[src/rtl/xform_decode.sv]
// xform_decode: inverts enc = ~x + OFFSET through a 2-entry skid buffer with a saturating transfer counter
module xform_decode #(
  parameter int WIDTH  = 8,
  parameter int OFFSET = 5
) (
  input  logic             clk,
  input  logic             rst_n,
  input  logic             in_valid,
  output logic             in_ready,
  input  logic [WIDTH-1:0] in_data,
  output logic             out_valid,
  input  logic             out_ready,
  output logic [WIDTH-1:0] out_data,
  output logic [15:0]      byte_cnt
);
  typedef enum logic [1:0] {EMPTY, ONE, TWO} state_t;
  state_t state, state_nx;
  logic [WIDTH-1:0] skid, dec;
  logic in_xfer, out_xfer, load_main, load_skid, shift_skid;
  assign dec       = ~(in_data - WIDTH'(OFFSET));
  assign out_valid = state != EMPTY;
  assign in_xfer   = in_valid && in_ready;
  assign out_xfer  = out_valid && out_ready;
  // next state and which register captures the decoded word
  always_comb begin
    state_nx   = state;
    load_main  = 1'b0;
    load_skid  = 1'b0;
    shift_skid = 1'b0;
    case (state)
      EMPTY: begin
        state_nx  = in_xfer ? ONE : EMPTY;
        load_main = in_xfer;
      end
      ONE: begin
        state_nx  = (in_xfer && !out_xfer) ? TWO : (out_xfer && !in_xfer) ? EMPTY : ONE;
        load_main = in_xfer && out_xfer;
        load_skid = in_xfer && !out_xfer;
      end
      TWO: begin
        state_nx   = out_xfer ? ONE : TWO;
        shift_skid = out_xfer;
      end
      default: state_nx = EMPTY;
    endcase
  end
  // buffer registers, registered ready and saturating output transfer count
  always_ff @(posedge clk or negedge rst_n) begin
    if (!rst_n) begin
      state    <= EMPTY;
      in_ready <= 1'b0;
      out_data <= '0;
      skid     <= '0;
      byte_cnt <= '0;
    end else begin
      state    <= state_nx;
      in_ready <= state_nx != TWO;
      if (load_main) out_data <= dec;
      if (shift_skid) out_data <= skid;
      if (load_skid) skid <= dec;
      if (out_xfer && byte_cnt != 16'hFFFF) byte_cnt <= byte_cnt + 16'd1;
    end
  end
endmodule

[config.mk]
export PLATFORM = sky130hd
export DESIGN_NAME = xform_decode
export DESIGN_NICKNAME = d
export VERILOG_FILES = /design/src/rtl/xform_decode.sv
export SDC_FILE = /design/constraint.sdc
export NUM_CORES = 1
export LEC_CHECK = 0
export ABC_CLOCK_PERIOD_IN_PS = 3370
export CAP_MARGIN = 10
export CORE_UTILIZATION = 53
export DETAILED_ROUTE_END_ITERATION = 8
export GPL_ROUTABILITY_DRIVEN = 0
export PLACE_DENSITY = 0.83
export SYNTH_ARGS = -nofsm -noshare
export SYNTH_HDL_FRONTEND = slang
export SYNTH_SLANG_ARGS = --single-unit
export TNS_END_PERCENT = 1
[constraint.sdc]
create_clock -name clk -period 3.37 [get_ports clk]
set_input_delay 0.337 -clock clk [delete_from_list [all_inputs] [get_ports clk]]
set_output_delay 0.337 -clock clk [all_outputs]
set_load 0.02 [all_outputs]
==> results.cfg, run 1 <==
[clock_network]
cts_root_buffer = clkbuf_4
cts_resized = 0
cts_hold_buffers = 0
cts_tree = built
insertion_delay_ns = 0.34
cts_buffers = 5
clk_pin_slew_ns = 0.10
cts.sinks = 35
ctsHtreeMaxLevel = 2
cts_buffer_depth = 2
cts_setup_buffers = 0

[placement]
place.port_buffers = 37
place_area_um2 = 2142
dpl_worst_slack_ns = 1.166
hpwl_um = 2781

[synth]
synth_cell_type_count = 39
async_flop_share_pct = 100.0
ys.flop_type = dfrtp_1
netlist_instances = 160
synthesis.nets = 174
syn_area_um2 = 1718
yosys_warnings = 0
synth_seq_cells = 35
synth-edff-count = 0
ys_seq_area_share_pct = 50.98
avgSynthCellArea_um2 = 10.74

[drt]
remaining_drc_errors = 0
dr.pass1.iters = 4
routed_wl_um = 3639
antenna_left = 0
wl_per_cell_um = 14.73
avgViaCountPerCell = 5.700
vias = 1408
first_iter_violations = 71

[power_and_ir_drop]
swShare_pct = 36.40
p_clk_share_pct = 15.0
p_leak_nw = 0.9088
netSwitchingPower_w = 0.0005546
p_seq_share_pct = 44.6
combPwrFrac_pct = 40.4
power.internal_w = 0.0009690
ir_drop_mv = 0.4846
power_density_nw_per_um2 = 693.0

[min_path]
hold_class = in -> async

[global_routing]
track_usage_pct = 23.95
grt_pass1_wl_um = 6044
grt_overflow = 0
grt_pass1_vias = 1337
antenna_found_initial = 0
grt_max_degree = 36

[floorplan]
core_um2 = 3053
die_x_um = 58.93
die-area_um2 = 3473
start_util_pct = 56.27
io_pins = 38
rows = 20
die_h_um = 58.93

[worst_setup_path]
critPathCaptureType = flop
rrSetupSlack_ns = 1.17
rr_worst_depth = 5
cp_max_fo = 7
regToRegEndpoint = byte_cnt[1]
startpoint_type = flop
path_class = reg -> reg
required_ns = 3.60
worstPathArrival_ns = 2.43
r2r-start = byte_cnt[0]

[run_status]
status = completed

[layout]
multi_input_area_um2 = 810.8
num_antenna_cells = 0
seq_area_um2 = 875.8
syn_to_final_growth_pct = 27.97
drive_gt1_share_pct = 10.34
layout.nets = 217
fill_cells = 243
design_area_um2 = 2198

[timing]
rsz0062_at_grt = no
setup_viol = 0
timing.setup.tns_ns = 0
slew_viol_final = 0
slew_headroom_pct = 45.36
layout_worst_path_cycle_share_pct = 65.20
worst_pin_slew_ns = 0.8165
skew_ns = 0.007813
period_needed_ns = 2.197
fin_ws_ns = 1.173
max_freq_mhz = 455.1
finalHoldViolations = 0

[job]
maxCapViolCount = 0
==> power by group through the flow <==
stage          Clock [W]  Combinational, W  Sequential [W]
3_5_place_dp           0          0.000620        0.000687
3_3_place_gp           0          0.000601        0.000679
6_report        0.000228          0.000616        0.000679
4_1_cts         0.000233          0.000622        0.000678
5_1_grt         0.000250          0.000664        0.000699
2_1_floorplan          0          0.000257        0.000763
==> how the worst max path moves through the flow <==
stage | depth (start not counted) | start | end | slack (ns)
after floorplan | 6 | byte_cnt[0] | byte_cnt[1] | 1.28
after global placement | 4 | out_ready | skid[5] | 1.26
after detailed placement | 4 | out_ready | skid[6] | 1.17
after CTS | 5 | byte_cnt[0] | byte_cnt[1] | 1.19
after global routing | 5 | byte_cnt[0] | byte_cnt[1] | 1.07
final | 5 | byte_cnt[0] | byte_cnt[1] | 1.17
==> sequential cells by signal (all words and copies together), names as in the netlist <==
signal and flops:
byte_cnt 16, in_ready 1, out_data 8, skid 8
state 2
==> cell families (layout without fill, tap and decap cells) <==
family | Yosys count | after routing | synth area share, %
fa+ha+maj | 2 | 2 | 1.456
xor+xnor | 12 | 12 | 6.118
flops | 35 | 35 | 50.98
compound gates | 38 | 38 | 16.17
buf+inv | 8 | 51 | 1.820
mux | 8 | 8 | 5.244
simple gates | 57 | 57 | 18.21
==> critical path, stage by stage (launching register included) <==
cell and delay, ns:
dfrtp_1 0.44, ha_1 0.24, nand3_2 0.14, or4_1 0.68
o21ai_2 0.25, mux2_1 0.34
==> synthesized netlist by cell type, types with 2 or more instances <==
cell type	count	area, um2
o21a_1	2	15.01
or2_2	2	12.51
a221o_1	6	60.06
a41oi_1	3	26.28
a21o_1	3	22.52
nor3_1	3	15.01
xor2_1	5	43.79
ha_1	2	25.02
nand3_1	2	10.01
nor2_1	14	52.55
a31oi_1	3	18.77
o211ai_1	2	15.01
dfrtp_1	35	875.8
nand2_1	7	26.28
nand4_1	4	25.02
a22o_1	2	17.52
and4_1	2	17.52
and2_1	5	31.28
nor4_1	6	37.54
nand2b_1	3	18.77
a21oi_1	8	40.04
mux2_2	7	78.83
o21ai_0	4	20.02
xnor2_1	7	61.31
nor2b_1	4	25.02
inv_1	6	22.52
==> metrics by stage <==
stage	power, W	hold WS [ns]	util [%]	std cells
2_1_floorplan	0.001020	0.04141	-	160
3_3_place_gp	0.001279	0.4724	70.16	240
3_5_place_dp	0.001307	0.4868	70.16	240
4_1_cts	0.001533	0.3967	72.01	247
5_1_grt	0.001614	0.4279	72.01	247
6_report	0.001524	0.3901	72.01	247
==> area by class of cell <==
cell class / instances / area share [%]
inverter: 6 / 1.024
timing repair buffer: 38 / 17.19
multi-input combinational: 117 / 36.88
clock inverter: 1 / 0.2277
sequential: 35 / 39.84
tap: 44 / 2.504
clock buffer: 6 / 2.334
==> per-layer routing <==
layer	up-vias	track usage [%]	wire length (um)
met5	-	0	0
met4	0	12.24	104
met3	12	6.374	183
met2	40	37.50	1745
met1	678	30.62	1606
li1	678	-	-
==> cells in the final DEF (no fill, tap or decap), drive strengths merged, types with 2 or more instances in the layout <==
cell type / count
ha: 2
o21ai: 6
xnor2: 7
mux2: 8
clkdlybuf4s50: 37
a22o: 2
or2: 3
a21o: 3
nor2: 14
nor2b: 4
a21oi: 9
nor4: 6
xor2: 5
nand3: 3
dfrtp: 35
nor3: 3
and2: 5
a31oi: 3
o21a: 2
and4: 3
a221o: 6
clkbuf: 6
inv: 6
o211ai: 2
nand2b: 3
nand2: 7
a41oi: 3
nand4: 4
No activity file was read; power rests on OpenSTA's default activity.
==> inputs of run 2 (changes only) <==
Settings changed: ABC_CLOCK_PERIOD_IN_PS 3370 to 1900, CORE_UTILIZATION 53 to 45, PLACE_DENSITY 0.83 to 0.75.
Clock period 3.37 ns to 1.9 ns, I/O delays scaled along.
==> run 2 against run 1 <==
Compared with the run above:
- critical path type unchanged
- design area grew 8.0%
- first-iteration DRC count grew 41%
- worst setup slack lost 1.1 ns
- fmax grew 22%
- register-to-register slack lost 1.1 ns
==> results.cfg, run 2 (synthesis gave the netlist of run 1 again) <==
[run_status]
status = completed

[floorplan]
die_h_um = 63.79
rows = 22
core_um2 = 3661
die_x_um = 63.79
io_pins = 38
start_util_pct = 46.92
die-area_um2 = 4069

[power_and_ir_drop]
ir_drop_mv = 0.9088
power_density_nw_per_um2 = 1246
p_leak_nw = 0.9965

[layout]
mostFrequentLayoutCells = clkdlybuf4s50_1 (37), dfrtp_1 (33), buf_4 (17), nor2_1 (14), a21oi_1 (8)
multi_input_area_um2 = 834.6
syn_to_final_growth_pct = 38.24
final_common_cell = clkdlybuf4s50_1
layout.nets = 233
drive_gt1_share_pct = 18.18
seq_area_um2 = 878.3
fill_cells = 291
largest_reg_flops = 16
top_register = byte_cnt
top_regs = byte_cnt (16), out_data (8), skid (8)
num_antenna_cells = 0

[timing]
setup_viol = 0
layout_worst_path_cycle_share_pct = 94.41
worst_pin_slew_ns = 0.6219
period_needed_ns = 1.794
rsz0062_at_grt = no
timing.setup.tns_ns = 0
skew_ns = 0.01091
finalHoldViolations = 0
fin_ws_ns = 0.1062
slew_headroom_pct = 58.39
slew_viol_final = 0
max_freq_mhz = 557.5

[placement]
hpwl_um = 2888
dpl_worst_slack_ns = 0.01593
place.port_buffers = 37

[clock_network]
cts_buffers = 5
cts_root_buffer = clkbuf_8
cts_tree = built
insertion_delay_ns = 0.28
cts.sinks = 35
clk_pin_slew_ns = 0.07
cts_buffer_depth = 2
ctsHtreeMaxLevel = 2

[worst_setup_path]
startpoint_type = flop
critPathLaunch = byte_cnt[9]
critPathCaptureType = flop
path_class = reg -> reg
required_ns = 2.06
worstPathArrival_ns = 1.95
r2r-start = byte_cnt[9]
cp_max_fo = 6

[drt]
antenna_left = 0
avgViaCountPerCell = 5.560
routed_wl_um = 3894
wl_per_cell_um = 14.53
vias = 1490
dr.pass1.iters = 4
first_iter_violations = 100
remaining_drc_errors = 0

[global_routing]
grt_pass1_wl_um = 6686
track_usage_pct = 21.60
grt_overflow = 0
grt_pass1_vias = 1444
antenna_found_initial = 0
grt_max_degree = 36

[min_path]
hold_class = in -> async

[job]
maxCapViolCount = 0
run 2: cell types whose count changed in the layout (fill, tap and decap cells not counted):
| cell | before | now |
|---|---|---|
| dfrtp_2 | 0 | 2 |
| ha_1 | 2 | 1 |
| ha_4 | 0 | 1 |
| or4_1 | 1 | 0 |
| clkbuf_1 | 0 | 2 |
| dfrtp_1 | 35 | 33 |
| clkbuf_8 | 1 | 5 |
| o21ai_4 | 0 | 1 |
| buf_4 | 1 | 17 |
| clkbuf_4 | 5 | 0 |
| o21ai_2 | 1 | 0 |
| or4_4 | 0 | 1 |
run 2: critical path: stages, from the launching register on:
cell     delay [ns]
dfrtp_1        0.44
nand3_1        0.16
or4_4          0.57
o21ai_4        0.18
mux2_1         0.34
run 2: cell type report:
| type | instances | share of cell area [%] |
|---|---|---|
| Sequential cell | 35 | 36.99 |
| Multi-Input combinational cell | 117 | 35.14 |
| Timing Repair Buffer | 54 | 20.97 |
| Clock buffer | 7 | 3.214 |
| Tap cell | 48 | 2.529 |
| Inverter | 6 | 0.9484 |
| Clock inverter | 1 | 0.2107 |
run 2: power breakdown:
| group | internal (W) | total, W | switching (W) |
|---|---|---|---|
| combinational | 0.000657 | 0.00125 | 0.000597 |
| sequential | 0.000999 | 0.00120 | 0.000203 |
| clock | 0.000257 | 0.000504 | 0.000247 |
run 2: path summary, 6_finish.rpt:
kind | endpoint | slack (ns) | cells past startpoint
worst max-delay path | byte_cnt[1] | 0.11 | 4
worst min-delay path | out_data[7] | 0.32 | 2
worst max register to register | byte_cnt[1] | 0.11 | 4
worst min register to register | out_data[0] | 0.50 | 1
max in group asynchronous | byte_cnt[1] | 1.23 | 2
min in group clk | out_data[0] | 0.50 | 1
run 2: repair_timing:
item / 4_1_cts / 5_1_grt
hold buffers: 0 / 0
setup endpoints to repair: 1 / 3
pin swaps: 1 / 3
buffers inserted: 1 / 1
resized for setup: 0 / 2
run 2: through the flow:
stage | instance area, um2 | cells | util (%) | total power (W) | hold WS (ns)
6_report | 2375 | 268 | 64.87 | 0.002960 | 0.3246
4_1_cts | 2356 | 267 | 64.35 | 0.002955 | 0.3462
3_3_place_gp | 2267 | 258 | 61.93 | 0.002352 | 0.4612
5_1_grt | 2375 | 268 | 64.87 | 0.003140 | 0.3767
3_5_place_dp | 2267 | 258 | 61.93 | 0.002428 | 0.4760
2_1_floorplan | 1733 | 160 | - | 0.001835 | -0.1056
run 2: routing by layer:
metal  vias to the layer above  track usage, %  wire (um)
met5                         -               0          0
met4                         0           6.818         67
met3                         6           6.250        184
met2                        47           35.11       1836
met1                       724           27.69       1806
li1                        713               -          -
==> inputs of run 3 (changes only) <==
Settings changed: GPL_ROUTABILITY_DRIVEN 0 to not set.
==> results of run 3 <==
The final DEF is identical to that of run 2; final timing and power are the same.
